File: config.mk
export PLATFORM = sky130hd
export DESIGN_NAME = irq_arbiter
export DESIGN_NICKNAME = d
export VERILOG_FILES = /design/src/rtl/irq_pkg.sv /design/src/rtl/irq_prio_enc.sv /design/src/rtl/irq_arbiter.sv
export SDC_FILE = /design/constraint.sdc
export NUM_CORES = 1
export LEC_CHECK = 0
export CORE_MARGIN = 2
export CORE_UTILIZATION = 38
export CTS_CLUSTER_DIAMETER = 30
export CTS_CLUSTER_SIZE = 16
export DETAILED_ROUTE_END_ITERATION = 6
export PLACE_DENSITY = 0.81
export SLEW_MARGIN = 15
export SYNTH_ARGS = -nofsm -noshare
export SYNTH_HDL_FRONTEND = slang
export SYNTH_HIERARCHICAL = 1
export SYNTH_SLANG_ARGS = --single-unit
File: constraint.sdc
create_clock -name clk -period 2.1 [get_ports clk]
set_input_delay 0.21 -clock clk [delete_from_list [all_inputs] [get_ports clk]]
set_output_delay 0.21 -clock clk [all_outputs]
set_load 0.02 [all_outputs]
File: src/rtl/irq_pkg.sv
// Shared definitions for the interrupt arbiter slice.
//  - state_t   : handshake FSM encoding (IDLE=0, REQ=1, SERVICE=2); it is
//                exposed through the STATUS register, so the values are fixed.
//  - REG_*     : device register offsets (bus addr[3:2]).
//  - *_DEF     : default source count and id width.
package irq_pkg;

  localparam int N_SRC_DEF = 6;
  localparam int ID_W_DEF  = 3;

  typedef enum logic [1:0] {
    ST_IDLE    = 2'd0,
    ST_REQ     = 2'd1,
    ST_SERVICE = 2'd2
  } state_t;

  localparam logic [1:0] REG_MASK    = 2'd0;
  localparam logic [1:0] REG_PENDING = 2'd1;
  localparam logic [1:0] REG_ID      = 2'd2;
  localparam logic [1:0] REG_STATUS  = 2'd3;

endpackage

File: src/rtl/irq_prio_enc.sv
// Lowest-index-wins priority encoder.
// Ports:
//  req   in   N_SRC  request vector, bit 0 has the highest priority
//  id    out  ID_W   index of the lowest set bit (0 when nothing is set)
//  valid out  1      at least one request bit is set
module irq_prio_enc #(
  parameter int N_SRC = 6,
  parameter int ID_W  = 3
) (
  input  logic [N_SRC-1:0] req,
  output logic [ID_W-1:0]  id,
  output logic             valid
);

  // Scan from the top down so the lowest set index is the last one written.
  always_comb begin
    id    = '0;
    valid = 1'b0;
    for (int i = N_SRC - 1; i >= 0; i--) begin
      if (req[i]) begin
        id    = ID_W'(i);
        valid = 1'b1;
      end
    end
  end

endmodule

File: src/rtl/irq_arbiter.sv
// Interrupt arbiter: latches rising edges of the device lines as sticky
// pending bits, picks the highest-priority unmasked one and runs the
// request / acknowledge / eret handshake with the controller. State is
// visible and writable through a small four-register device window.
// Ports:
//  clk        in   1      system clock
//  reset      in   1      asynchronous, active-low; clears all state
//  irq_in     in   N_SRC  device interrupt lines, rising edge significant
//  cpu_ie     in   1      CPU global interrupt enable
//  int_ack    in   1      controller is in interrupt entry (1-cycle pulse)
//  int_done   in   1      eret executed (1-cycle pulse)
//  intreq     out  1      registered interrupt request to controller
//  irq_id     out  ID_W   id of the source in service
//  in_service out  1      a source is acknowledged and not yet returned
//  dev_addr   in   2      register select: 0 MASK, 1 PENDING, 2 ID, 3 STATUS
//  dev_we     in   1      register write strobe
//  dev_wdata  in   32     write data
//  dev_rdata  out  32     read data, combinational from dev_addr
module irq_arbiter
  import irq_pkg::*;
#(
  parameter int N_SRC = N_SRC_DEF,
  parameter int ID_W  = ID_W_DEF
) (
  input  logic             clk,
  input  logic             reset,
  input  logic [N_SRC-1:0] irq_in,
  input  logic             cpu_ie,
  input  logic             int_ack,
  input  logic             int_done,
  output logic             intreq,
  output logic [ID_W-1:0]  irq_id,
  output logic             in_service,
  input  logic [1:0]       dev_addr,
  input  logic             dev_we,
  input  logic [31:0]      dev_wdata,
  output logic [31:0]      dev_rdata
);

  state_t           state_reg, state_next;
  logic             intreq_reg;
  logic             in_service_reg, in_service_next;
  logic [ID_W-1:0]  irq_id_reg, irq_id_next;
  logic [N_SRC-1:0] mask_reg, mask_next;
  logic [N_SRC-1:0] pending_reg, pending_next;
  logic [N_SRC-1:0] irq_q_reg;

  logic [N_SRC-1:0] rise;
  logic [N_SRC-1:0] req_vec;
  logic [N_SRC-1:0] ack_clr;
  logic [N_SRC-1:0] w1c;
  logic [ID_W-1:0]  winner_id;
  logic             winner_valid;

  // Only the low N_SRC write-data bits map to register fields.
  logic unused_wdata;
  assign unused_wdata = &{1'b0, dev_wdata[31:N_SRC]};

  assign rise    = irq_in & ~irq_q_reg;
  assign req_vec = pending_reg & mask_reg;

  irq_prio_enc #(
    .N_SRC (N_SRC),
    .ID_W  (ID_W)
  ) u_prio_enc (
    .req   (req_vec),
    .id    (winner_id),
    .valid (winner_valid)
  );

  // Handshake FSM next state. The winner used at acknowledge comes from the
  // registered req_vec, so a source arriving in the ack cycle only becomes
  // pending and never preempts.
  always_comb begin
    state_next      = state_reg;
    in_service_next = in_service_reg;
    irq_id_next     = irq_id_reg;
    ack_clr         = '0;
    case (state_reg)
      ST_IDLE: begin
        if (cpu_ie && (|req_vec)) begin
          state_next = ST_REQ;
        end
      end
      ST_REQ: begin
        // cpu_ie is deliberately not consulted here: the controller gates
        // the request itself, only an empty req_vec withdraws it.
        if (int_ack) begin
          irq_id_next     = winner_id;
          in_service_next = 1'b1;
          state_next      = ST_SERVICE;
          if (winner_valid) begin
            ack_clr = N_SRC'(1) << winner_id;
          end
        end else if (!(|req_vec)) begin
          state_next = ST_IDLE;
        end
      end
      ST_SERVICE: begin
        if (int_done) begin
          in_service_next = 1'b0;
          state_next      = ST_IDLE;
        end
      end
      default: begin
        state_next = ST_IDLE;
      end
    endcase
  end

  // Pending update: clears (software W1C and acknowledge) are applied first
  // and a fresh rising edge is OR-ed in last, so a new edge always survives.
  always_comb begin
    w1c       = '0;
    mask_next = mask_reg;
    if (dev_we && (dev_addr == REG_PENDING)) begin
      w1c = dev_wdata[N_SRC-1:0];
    end
    if (dev_we && (dev_addr == REG_MASK)) begin
      mask_next = dev_wdata[N_SRC-1:0];
    end
    pending_next = (pending_reg & ~(w1c | ack_clr)) | rise;
  end

  always_ff @(posedge clk or negedge reset) begin
    if (!reset) begin
      state_reg      <= ST_IDLE;
      intreq_reg     <= 1'b0;
      in_service_reg <= 1'b0;
      irq_id_reg     <= '0;
      mask_reg       <= '0;
      pending_reg    <= '0;
      irq_q_reg      <= '0;
    end else begin
      state_reg      <= state_next;
      // Registered alongside the state so intreq is a clean flop output.
      intreq_reg     <= (state_next == ST_REQ);
      in_service_reg <= in_service_next;
      irq_id_reg     <= irq_id_next;
      mask_reg       <= mask_next;
      pending_reg    <= pending_next;
      irq_q_reg      <= irq_in;
    end
  end

  always_comb begin
    dev_rdata = '0;
    case (dev_addr)
      REG_MASK:    dev_rdata[N_SRC-1:0] = mask_reg;
      REG_PENDING: dev_rdata[N_SRC-1:0] = pending_reg;
      REG_ID:      dev_rdata[ID_W:0]    = {in_service_reg, irq_id_reg};
      REG_STATUS:  dev_rdata[2:0]       = {state_reg, intreq_reg};
      default:     dev_rdata            = '0;
    endcase
  end

  assign intreq     = intreq_reg;
  assign irq_id     = irq_id_reg;
  assign in_service = in_service_reg;

endmodule

==> metrics <==
status completed; Core Area 3633 sq um; required time at the worst-slack endpoint 1.89 ns; Total GRT Usage 13.97%; grt ovf 0; Fin Hold WS 0.2932 ns; CTS H-tree depth 1; # DRC 0; most frequent cells in the layout 27 x clkdlybuf4s50_1, 26 x conb_1, 25 x dfrtp_1; clk sinks 25; Yosys cell types 29; Iter 0 DRT Violations 34; die area 4252 sq um; row count 22; Bufs on Longest Clock Path 2; die height 65.21 um; post-synthesis instance area 1424 sq um; register-to-register setup slack 0.28 ns; most frequent CP cell clkdlybuf4s50_1; Antenna Cells 0; Leakage 0.8031 nW; DR pass1 iterations 4; Slew Viols, Final 0; P&R area growth vs syn 23.29%; Post-Route Setup TNS 0 ns; Yosys Warn Count 6; CP Capture Type output pin; CTS tree built; register area share after synthesis 43.94%; Hold Path Class input port to asynchronous set/reset pin; Final setup viols 0; I/O Pins 83; Final min period 2.050 ns; critical path type input port to output pin; worst skew pair latency 0.27 ns; Die W 65.21 um; antenna violations before repair 0; largest net degree at the start of global routing 26; maximum clock frequency 0.4878 GHz; Crit path largest cell delay 0.55 ns; VDD IR-drop max 0.2910 mV; slowest cell on the critical path clkdlybuf4s50_1; Synth Instances 135; Avg Inst Size Synth 10.55 sq um; RSZ-0062 raised after global routing no; Initial Util 39.19%; MaxCap Viol Count 0; Tcrit/Tclk final 97.61%; Cell Chain, Critical Path clkdlybuf4s50_1 > mux4_2 > clkdlybuf4s50_1; number of CTS-inserted buffers 3; final wirelength 2708 um; GPL Wtd Cong 0.8383; Setup Fix Bufs, Post-CTS 0; WL per Instance 12.42 um; clock slew at reported path FFs 0.09 ns; first-pass GRT wire length 4457 um; CP max FO 3; # nets final 217; crit start category input port; number of synthesized register bits 25; data arrival time of the critical path 1.84 ns; leading cell type in the layout, fill and taps excluded clkdlybuf4s50_1; Hold Fails Final Rpt 0; PD cells 954.0 nW/um^2; via count 997; post-route ant nets 0; share of cells above drive strength 1 13.53%; clock skew 0.003782 ns; Root Buffer Master clkbuf_8; post-cts hold buffer count 0; routed vias/inst 4.573; vias in the first global route 962; fillcell total 370; IO buf count 30; post-cts resize count 0
## power by group
part	internal (mW)	switching (mW)	total (mW)
Combinational	0.348	0.346	0.694
Clock	0.136	0.153	0.289
Sequential	0.590	0.102	0.692
Total	1.07	0.601	1.67
## worst max-delay path, delay by kind of cell
| family | cells | cell delay (ns) |
|---|---|---|
| buffers and inverters | 2 | 1.10 |
| muxes | 1 | 0.53 |
## per-stage QoR
step	utilization [%]	instances	power, mW	area (sq um)	setup slack [ns]
after floorplan	-	160	1.158	1518	0.5050
after global placement	46.87	214	1.381	1703	-0.01889
after detailed placement	46.87	214	1.402	1703	-0.0004268
after CTS	48.11	218	1.696	1748	0.004453
after global routing	48.31	218	1.789	1755	0.02107
final	48.31	218	1.675	1755	0.05014
## layer usage
metal / part of all wire [%] / vias to the layer above / global-route usage, % / wire length (um)
met1: 44 / 469 / 18.83 / 1198
met2: 48 / 36 / 21.68 / 1292
met5: 0 / - / 0 / 0
met4: 2.0 / 0 / 7.031 / 55
li1: - / 487 / - / -
met3: 6.0 / 5 / 2.397 / 162
## logic make-up (layout without fill, tap and decap cells)
| logic type | count (synthesis) | in the layout | share of synthesized area (%) |
|---|---|---|---|
| AND/OR/NAND/NOR | 39 | 39 | 16.34 |
| buffers and inverters | 36 | 46 | 16.52 |
| flip-flops | 25 | 25 | 43.94 |
| AO/OA/AOI/OAI | 20 | 20 | 9.491 |
| multiplexers | 14 | 14 | 13.45 |
| other | 1 | 26 | 0.2634 |
## final timing paths
kind | from | endpoint | depth (start not counted)
setup / recovery | dev_addr[0] | dev_rdata[0] | 3
hold / removal | reset | pending_reg[4] | 2
setup reg to reg | pending_reg[4] | pending_reg[1] | 6
hold reg to reg | irq_q_reg[4] | pending_reg[4] | 1
max in group asynchronous | reset | state_reg[1] | 2
min in group clk | irq_in[1] | irq_q_reg[1] | 1
## area by class of cell
type | instances | area [sq um] | share of cell area (%)
Clock buffer | 4 | 45.04 | 2.566
Timing Repair Buffer | 34 | 337.8 | 19.24
Multi-Input combinational cell | 99 | 656.9 | 37.42
Tap cell | 48 | 60.06 | 3.421
Sequential cell | 25 | 625.6 | 35.64
Inverter | 8 | 30.03 | 1.711
## Yosys cell counts
master	number	share of area (%)
a21oi_1	2	0.70
a221oi_1	1	0.62
and2_1	4	1.8
and2_4	2	1.2
buf_2	2	0.70
buf_4	26	14
conb_1	1	0.26
dfrtp_1	25	44
inv_1	8	2.1
mux2_2	8	6.3
mux2i_1	3	2.1
mux4_1	1	1.8
mux4_2	2	3.2
nand2_1	12	3.2
nand2b_1	4	1.8
nand3b_1	3	1.6
nand4b_1	1	0.62
nand4bb_1	1	0.79
nor2_1	6	1.6
nor2_4	1	0.79
nor2b_1	1	0.44
nor3_1	1	0.35
nor4_2	1	0.88
o21ai_0	8	2.8
o221ai_1	6	3.7
o22ai_1	1	0.44
o31a_1	2	1.2
or3b_2	1	0.62
or4_4	1	0.79
Note: power is estimated with default switching activity, not from simulation.
